<file path="src/rtl/mem_arbiter.sv">
// Arbiter for the shared pipelined main-memory port: sequences I/D block fills,
// issues write-through stores, and hands returned fill words back to the owning cache.
module mem_arbiter #(
    parameter int WORDS_PER_BLOCK = 8,
    parameter int ADDR_W          = 16,
    parameter int DATA_W          = 16
) (
    input  logic                               clk,
    input  logic                               rst_n,
    input  logic                               i_miss_req,
    input  logic [ADDR_W-1:0]                  i_miss_addr,
    input  logic                               d_miss_req,
    input  logic [ADDR_W-1:0]                  d_miss_addr,
    input  logic                               d_wr_req,
    input  logic [ADDR_W-1:0]                  d_wr_addr,
    input  logic [DATA_W-1:0]                  d_wr_data,
    output logic                               mem_enable,
    output logic                               mem_wr,
    output logic [ADDR_W-1:0]                  mem_addr,
    output logic [DATA_W-1:0]                  mem_data_out,
    input  logic [DATA_W-1:0]                  mem_data_in,
    input  logic                               mem_data_valid,
    output logic                               i_fill_we,
    output logic                               d_fill_we,
    output logic [$clog2(WORDS_PER_BLOCK)-1:0] fill_word,
    output logic [DATA_W-1:0]                  fill_data,
    output logic                               i_fill_done,
    output logic                               d_fill_done,
    output logic                               d_wr_ack,
    output logic                               i_stall,
    output logic                               d_stall
);

    localparam int                WIDX_W     = $clog2(WORDS_PER_BLOCK);
    localparam int                CNT_W      = WIDX_W + 1;
    localparam logic [CNT_W-1:0]  ISSUE_END  = CNT_W'(WORDS_PER_BLOCK);
    localparam logic [CNT_W-1:0]  ISSUE_LAST = CNT_W'(WORDS_PER_BLOCK - 1);
    localparam logic [WIDX_W-1:0] RECV_LAST  = WIDX_W'(WORDS_PER_BLOCK - 1);
    localparam logic [ADDR_W-1:0] BASE_MASK  = ~(ADDR_W'(2 * WORDS_PER_BLOCK - 1));
    localparam logic              OWN_I      = 1'b0;
    localparam logic              OWN_D      = 1'b1;

    typedef enum logic [1:0] {
        ST_IDLE  = 2'd0,
        ST_WRITE = 2'd1,
        ST_FILL  = 2'd2
    } state_t;

    state_t              r_state;
    logic                r_owner;
    logic                r_last_owner;
    logic [ADDR_W-1:0]   r_base;
    logic [CNT_W-1:0]    r_issue_cnt;
    logic [WIDX_W-1:0]   r_recv_cnt;
    logic                r_mem_enable;
    logic                r_mem_wr;
    logic [ADDR_W-1:0]   r_mem_addr;
    logic [DATA_W-1:0]   r_mem_data_out;
    logic                r_wr_ack;

    logic                w_grant_fill;
    logic                w_grant_owner;
    logic [ADDR_W-1:0]   w_grant_base;
    logic [CNT_W-1:0]    w_issue_nxt;
    logic [ADDR_W-1:0]   w_issue_addr_nxt;
    logic                w_fill_act;
    logic                w_fill_last;

    // Fill arbitration among pending misses; a tie goes to the side that is not last_owner.
    always_comb begin
        w_grant_fill  = 1'b0;
        w_grant_owner = OWN_I;
        if (i_miss_req && d_miss_req) begin
            w_grant_fill  = 1'b1;
            w_grant_owner = (r_last_owner == OWN_I) ? OWN_D : OWN_I;
        end else if (d_miss_req) begin
            w_grant_fill  = 1'b1;
            w_grant_owner = OWN_D;
        end else if (i_miss_req) begin
            w_grant_fill  = 1'b1;
            w_grant_owner = OWN_I;
        end else begin
            w_grant_fill  = 1'b0;
            w_grant_owner = OWN_I;
        end
        w_grant_base = ((w_grant_owner == OWN_D) ? d_miss_addr : i_miss_addr) & BASE_MASK;
    end

    // Address of the next read in the block, byte-addressed at 2 bytes per word.
    always_comb begin
        w_issue_nxt      = r_issue_cnt + CNT_W'(1'b1);
        w_issue_addr_nxt = r_base + ADDR_W'({w_issue_nxt, 1'b0});
    end

    // Fill return path; gated by rst_n so an aborted fill never reports a word or done.
    always_comb begin
        w_fill_act  = rst_n && (r_state == ST_FILL) && mem_data_valid;
        w_fill_last = w_fill_act && (r_recv_cnt == RECV_LAST);
        i_fill_we   = w_fill_act && (r_owner == OWN_I);
        d_fill_we   = w_fill_act && (r_owner == OWN_D);
        i_fill_done = w_fill_last && (r_owner == OWN_I);
        d_fill_done = w_fill_last && (r_owner == OWN_D);
        fill_word   = w_fill_act ? r_recv_cnt : {WIDX_W{1'b0}};
        fill_data   = w_fill_act ? mem_data_in : {DATA_W{1'b0}};
    end

    // Main sequencer: state, counters and registered memory-port outputs.
    always_ff @(posedge clk) begin
        if (!rst_n) begin
            r_state        <= ST_IDLE;
            r_owner        <= OWN_I;
            r_last_owner   <= OWN_I;
            r_base         <= {ADDR_W{1'b0}};
            r_issue_cnt    <= {CNT_W{1'b0}};
            r_recv_cnt     <= {WIDX_W{1'b0}};
            r_mem_enable   <= 1'b0;
            r_mem_wr       <= 1'b0;
            r_mem_addr     <= {ADDR_W{1'b0}};
            r_mem_data_out <= {DATA_W{1'b0}};
            r_wr_ack       <= 1'b0;
        end else begin
            r_wr_ack <= 1'b0;
            case (r_state)
                ST_IDLE: begin
                    if (d_wr_req) begin
                        r_state        <= ST_WRITE;
                        r_mem_enable   <= 1'b1;
                        r_mem_wr       <= 1'b1;
                        r_mem_addr     <= d_wr_addr;
                        r_mem_data_out <= d_wr_data;
                        r_wr_ack       <= 1'b1;
                    end else if (w_grant_fill) begin
                        // last_owner takes the owner being displaced by this grant.
                        r_state        <= ST_FILL;
                        r_last_owner   <= r_owner;
                        r_owner        <= w_grant_owner;
                        r_base         <= w_grant_base;
                        r_issue_cnt    <= {CNT_W{1'b0}};
                        r_recv_cnt     <= {WIDX_W{1'b0}};
                        r_mem_enable   <= 1'b1;
                        r_mem_wr       <= 1'b0;
                        r_mem_addr     <= w_grant_base;
                        r_mem_data_out <= {DATA_W{1'b0}};
                    end else begin
                        r_mem_enable   <= 1'b0;
                        r_mem_wr       <= 1'b0;
                        r_mem_addr     <= {ADDR_W{1'b0}};
                        r_mem_data_out <= {DATA_W{1'b0}};
                    end
                end
                ST_WRITE: begin
                    r_state        <= ST_IDLE;
                    r_mem_enable   <= 1'b0;
                    r_mem_wr       <= 1'b0;
                    r_mem_addr     <= {ADDR_W{1'b0}};
                    r_mem_data_out <= {DATA_W{1'b0}};
                end
                ST_FILL: begin
                    if (r_issue_cnt < ISSUE_END) begin
                        r_issue_cnt <= w_issue_nxt;
                        if (r_issue_cnt < ISSUE_LAST) begin
                            r_mem_enable <= 1'b1;
                            r_mem_addr   <= w_issue_addr_nxt;
                        end else begin
                            r_mem_enable <= 1'b0;
                            r_mem_addr   <= {ADDR_W{1'b0}};
                        end
                    end else begin
                        r_mem_enable <= 1'b0;
                        r_mem_addr   <= {ADDR_W{1'b0}};
                    end
                    r_mem_wr <= 1'b0;
                    if (w_fill_act) begin
                        r_recv_cnt <= r_recv_cnt + WIDX_W'(1'b1);
                        if (w_fill_last) begin
                            r_state <= ST_IDLE;
                        end else begin
                            r_state <= ST_FILL;
                        end
                    end else begin
                        r_recv_cnt <= r_recv_cnt;
                    end
                end
                default: begin
                    r_state        <= ST_IDLE;
                    r_mem_enable   <= 1'b0;
                    r_mem_wr       <= 1'b0;
                    r_mem_addr     <= {ADDR_W{1'b0}};
                    r_mem_data_out <= {DATA_W{1'b0}};
                end
            endcase
        end
    end

    assign mem_enable   = r_mem_enable;
    assign mem_wr       = r_mem_wr;
    assign mem_addr     = r_mem_addr;
    assign mem_data_out = r_mem_data_out;
    assign d_wr_ack     = r_wr_ack;
    assign i_stall      = i_miss_req & ~i_fill_done;
    assign d_stall      = (d_miss_req & ~d_fill_done) | (d_wr_req & ~d_wr_ack);

endmodule

</file>
<file path="config.mk">
export PLATFORM = sky130hd
export DESIGN_NAME = mem_arbiter
export DESIGN_NICKNAME = d
export VERILOG_FILES = /design/src/rtl/mem_arbiter.sv
export SDC_FILE = /design/constraint.sdc
export NUM_CORES = 1
export LEC_CHECK = 0
export ABC_CLOCK_PERIOD_IN_PS = 2500
export BUFFER_PORTS_ARGS = -buffer_cell sky130_fd_sc_hd__buf_4
export CAP_MARGIN = 15
export CORE_ASPECT_RATIO = 0.6
export CORE_MARGIN = 2
export CORE_UTILIZATION = 35
export DETAILED_ROUTE_END_ITERATION = 8
export GPL_TIMING_DRIVEN = 0
export PLACE_DENSITY = 0.66
export SYNTH_ARGS = -nofsm -noshare
export SYNTH_HDL_FRONTEND = slang
export SYNTH_SLANG_ARGS = --single-unit
export TNS_END_PERCENT = 20
</file>
<file path="constraint.sdc">
create_clock -name clk -period 2.5 [get_ports clk]
set_input_delay 0.5 -clock clk [delete_from_list [all_inputs] [get_ports clk]]
set_output_delay 0.5 -clock clk [all_outputs]
set_load 0.1 [all_outputs]
</file>
After elaboration in Yosys (flattened, before gate mapping)
Cells that the tools add are included.
W data, S select, Z words.

operators by class
  add/sub/neg operators = 3
  muxes and demuxes = 35
  $lt $le $gt $ge = 2
  reductions and logical operators = 15
  bitwise gates (word level) = 9
  equality and inequality tests = 7

operators by type and width
  kind                   count
  $mux W16               7
  $pmux W16 S2           2
  $add A16 B5 Y16        1
  $mux W3                4
  $mux W4                3
  $mux W1                11
  $logic_and A1 B1 Y1    8
  $mux W2                4
  $pmux W4 S2            1
  $reduce_and A4 Y1      2
  $ne A2 B2 Y1 const B   3
  $pmux W3 S2            1
  $not A1 Y1             5
  $add A4 B1 Y4 const B  1
  $lt A4 B3 Y1 const B   1
  $lt A4 B4 Y1 const B   1
  $pmux W2 S2            1
  $reduce_and A2 Y1      2
  $add A3 B1 Y3 const B  1
  $and A1 B1 Y1          3
  $eq A3 B3 Y1 const B   1
  $ne A3 B3 Y1 const B   1
  $reduce_and A3 Y1      1
  $eq A2 B2 Y1 const B   1
  other kinds (5)        5

storage, ports and cells
  bits in registers = 57
  output and inout bits = 60
  input port bits = 86
  word-level logic and storage cells = 81

Depth between registers and ports, before layout
  depth in word-level cells = 8
  mapped depth = 8
  gate-level depth less buffers = 8

Worst setup path after synthesis
No wires, ideal clock.

  path type = input to output
  start = input port rst_n
  end = output port i_stall
  data required time = 2.000 ns
  data arrival time = 4.497 ns
  stages = 5
  buffers on the path = 1
  path slack = -2.497 ns
  cell sequence = and3b_1 buf_2 nand2_1 nor3b_1 nor2b_1

between the ends
  word-level cells in the longest chain between the ends = 6

ends and longest elaborated chain
  item                               line  text
  start: declaration                 9     input logic rst_n,
  $logic_and A1 B1 Y1 (2 in series)  97    w_fill_act = rst_n && (r_state == ST_FILL) && mem_data_valid;
  $logic_and A1 B1 Y1                98    w_fill_last = w_fill_act && (r_recv_cnt == RECV_LAST);
  $logic_and A1 B1 Y1                101   i_fill_done = w_fill_last && (r_owner == OWN_I);
  named net i_fill_done              27    output logic i_fill_done,
  $not A1 Y1                         200   assign i_stall = i_miss_req & ~i_fill_done;
  $and A1 B1 Y1                      200
  end: declaration                   30    output logic i_stall,

The timed path passes the listed nets, and every way through them passes these cells.

Final worst setup path
  start = register r_state[1]
  end = output port i_stall

between the ends
  word-level cells in the longest chain between the ends = 7

ends and longest elaborated chain
  item                               line  text
  start: declaration                 49    state_t r_state;
  start signal: assignment           110   r_state <= ST_IDLE;
  start signal: assignment           126   r_state <= ST_WRITE;
  start signal: assignment           134   r_state <= ST_FILL;
  $eq A2 B2 Y1                       97
  $logic_and A1 B1 Y1 (2 in series)  97
  $logic_and A1 B1 Y1                98
  $logic_and A1 B1 Y1                101
  $not A1 Y1                         200
  $and A1 B1 Y1                      200

Every way passes these cells.

==> flow_summary.yaml <==
outcome:
  status: "finished clean"
routing:
  post-route-drc-count: 0
  overall_via_count_from_detail_route: 2666
  postRouteAntennaNets: 0
  drtPass1Iterations: 5
  route.detailed.vias_per_inst: 4.92
  post_drt_wl_per_cell_um: 15.8
  drt_iter0_drc: 125
  wl_um: 8570
synth:
  post_synth_mux_area_share: 0.0473
  netlist.top_cell.by_area: "sky130_fd_sc_hd__dfxtp_1"
  synth.yosys.seq_area_share: 0.436
  synth.top_cells.by_count: "sky130_fd_sc_hd__dfxtp_1, sky130_fd_sc_hd__nand2_1, sky130_fd_sc_hd__and3_1, sky130_fd_sc_hd__a22o_1"
  synth_top_family_by_area: "compound AO/OA/AOI/OAI gates"
  yosys.cell_types.count: 42
  synth.ff_latch_count: 57
  edff_count_synth: 0
  syn-mean-instance-area_um2: 9.18
  yosys_warnings: 0
  synth_top_area_frac: 0.436
  synth-main-ff-cell: "sky130_fd_sc_hd__dfxtp_1"
  most_repeated_cell_in_the_gate_level_netlist_after_synthesis: "sky130_fd_sc_hd__dfxtp_1"
  syn-cell-area_um2: 2620
  synthTopCellsByArea: "sky130_fd_sc_hd__dfxtp_1, sky130_fd_sc_hd__and3_1, sky130_fd_sc_hd__a22o_1"
  postSynthNetCount: 376
  yosys.area_share.simple: 0.197
  asyncSetResetFlopFracSynth: 0
  synth-xor-area-share: 0.0402
  post_synth_adder_cell_area: 0.0239
  post_synth_inst_count: 285
  fraction_of_the_mapped_netlist_area_in_compound_gates: 0.210
timing:
  timing.final.crit_period_ns: 2.40
  fin_setup_tns_ns: 0
  fin_crit_sh: 0.958
  max_freq_ghz: 0.417
  fin_worst_skew_ns: 0.00607
  finalSetupViolations: 0
  report.final.slew_viol_count: 0
  setup_ws_ns: 0.104
  timing.max_slew.rel_slack: 0.639
  count_of_final_hold_check_violations: 0
  tightest_slew_ns: 0.540
floorplanning:
  die_area_um2: 8210
  floorplan.die.width_um: 116
  top_level_ports: 146
  die_height_um: 71.0
  core.rowCount: 24
  core_um2: 7240
  initial_core_util: 0.362
cts:
  clk_pin_slew_ns: 0.05
  clkSinkCount: 57
  max-clock-path-buffers: 2
  cts.htree.levels: 3
  cts-root-buf: "sky130_fd_sc_hd__clkbuf_16"
  tritoncts: "yes"
  cts-buffers-inserted: 9
  post-cts-setup-buffers: 0
  clkLatencyLatePin_ns: 0.33
hold_path:
  min_to: "mem_addr[14]$_SDFF_PN0_"
  min_delay_path_depth: 3
  hold_startpoint: "d_wr_addr[14]"
  worst_hold_path_type: "in -> reg"
power:
  worst_ir_drop_vdd_mv: 0.395
  power.static_leakage_nw: 2.03
  total_power_mw: 2.93
  power.density_nw_per_um2: 707
layout:
  finalNetCount: 524
  drive_gt1_frac: 0.397
  antenna_cells: 0
  seq_cell_area_um2: 1140
  layout.cell_area.non_filler_um2: 4150
  nFillCells: 676
  multi_input_area_um2: 1390
  layout.cells.non_filler: 542
  synthesis_to_layout_area_growth_pct: 58.6
place:
  post-dp-hpwl_um: 6560
  dpl_cell_area_um2: 3810
  placed_cells_incl_taps: 526
  globalplace.congestion: 0.806
  worst_setup_slack_after_placement_ns: 0.151
  port-buffer-count: 137
global_routing:
  maximum_number_of_pins_on_one_net_before_global_route_repair: 11
  grt_first_pass_wirelength_um: 13400
  gr-usage-all-layers: 0.214
  congestion_overflow_gr: 0
  antenna_found_initial: 0
  via_count_of_the_first_global_routing_pass: 2609
critical_path:
  r2r_end: "mem_addr[12]$_SDFF_PN0_"
  crit_required_ns: 2.00
  worst-r2r-cell-count: 8
  r2r_slack_ns: 0.31
  timing.critical_path.to_type: "output port"
  critical_register_to_register_path_startpoint: "r_issue_cnt[2]$_SDFFE_PN0P_"
  worst_setup_path_startpoint: "r_state[1]$_SDFFE_PN0P_"
  critical_path.max_fanout: 10
  critPathArrivalTime_ns: 1.90
  crit_type: "reg -> out"
  timing.critical_path.from_type: "register"
run:
  cap_violations: 0
-- repair_timing --
action / CTS / global route
hold buffers: 0 / 0
pin swaps: 0 / 1
hold endpoints to repair: 0 / 0
gates resized for setup: 5 / 8
setup endpoints to repair: 20 / 21
-- power breakdown --
part	leakage, nW	switching, mW	total [mW]	internal [mW]
Sequential	0.467	0.0380	1.01	0.968
Clock	0.142	0.426	1.22	0.794
Combinational	1.42	0.481	0.707	0.226
-- cell usage in the layout, fill, tap and decap left out, drive strengths merged, types with 2 or more instances in the layout --
cell        n
a2bb2oi     3
a22oi       8
clkinv      2
and3b       2
mux2i       9
inv         6
nor2b       3
a22o       16
and3       24
mux2        3
nand2      34
clkbuf     23
nor3b       4
a21boi      8
dfxtp      57
clkinvlp    2
nor2       12
nor3        4
buf       146
nand3       6
o211a       6
o22ai       2
xnor2      10
a21oi      10
o221ai      5
o21ai       9
xor2        2
and2        5
ha          5
-- cells by family (layout without fill, tap and decap cells) --
kind of cell,after synthesis,count (layout)
buffers and inverters,27,180
muxes,12,12
and+or+nand+nor,100,100
DFF,57,57
AOI/OAI and AO/OA,72,72
xor gates and xnor gates,12,12
adders and majority gates,5,5
-- per-stage QoR --
stage	hold slack (ns)	util
floorplan	0.443	-
global placement	0.456	0.527
detailed placement	0.466	0.527
CTS	0.370	0.570
global route	0.370	0.573
finish	0.375	0.573
-- layer usage --
layer | share of wire | track usage | vias up | wire length [um]
met5 | 0 | 0 | - | 0
met4 | 0.010 | 0.0688 | 0 | 88
met3 | 0.091 | 0.0857 | 6 | 781
met2 | 0.43 | 0.319 | 110 | 3650
met1 | 0.47 | 0.284 | 1222 | 4050
li1 | - | - | 1328 | -
-- area by class of cell --
cell class              instances  area share
plain buffers                  21      0.0253
multi-input cells             201       0.336
clock buffers                  11      0.0585
well taps                     104      0.0314
clock inverters                 5      0.0133
inverters                       6     0.00543
flip-flops and latches         57       0.275
repair buffers                137       0.255
-- worst max-delay path by stage --
stage              endpoint  slack, ns  depth (start not counted)
2_1_floorplan       i_stall      -0.18                          5
3_3_place_gp   fill_word[2]       0.20                          6
3_5_place_dp   fill_word[0]       0.15                          6
4_1_cts             i_stall      0.005                          7
5_1_grt        fill_data[0]     -0.001                          6
6_report            i_stall       0.10                          7
-- state kept, by name (all words and copies together), names as in the netlist --
register and count:
r_base 12, mem_addr 16, r_owner 1, d_wr_ack 1, mem_data_out 16, r_recv_cnt 3
r_last_owner 1, mem_enable 1, r_state 2, r_issue_cnt 4
-- critical path, stage by stage (launching register included) --
cell                      delay [ns]
sky130_fd_sc_hd__dfxtp_1        0.37
sky130_fd_sc_hd__buf_4          0.18
sky130_fd_sc_hd__and3b_1        0.20
sky130_fd_sc_hd__buf_6          0.15
sky130_fd_sc_hd__nand2_1        0.12
sky130_fd_sc_hd__nor3b_4        0.31
sky130_fd_sc_hd__nor2b_4        0.06
sky130_fd_sc_hd__buf_6          0.18
Power figures use the tool's default switching activity.
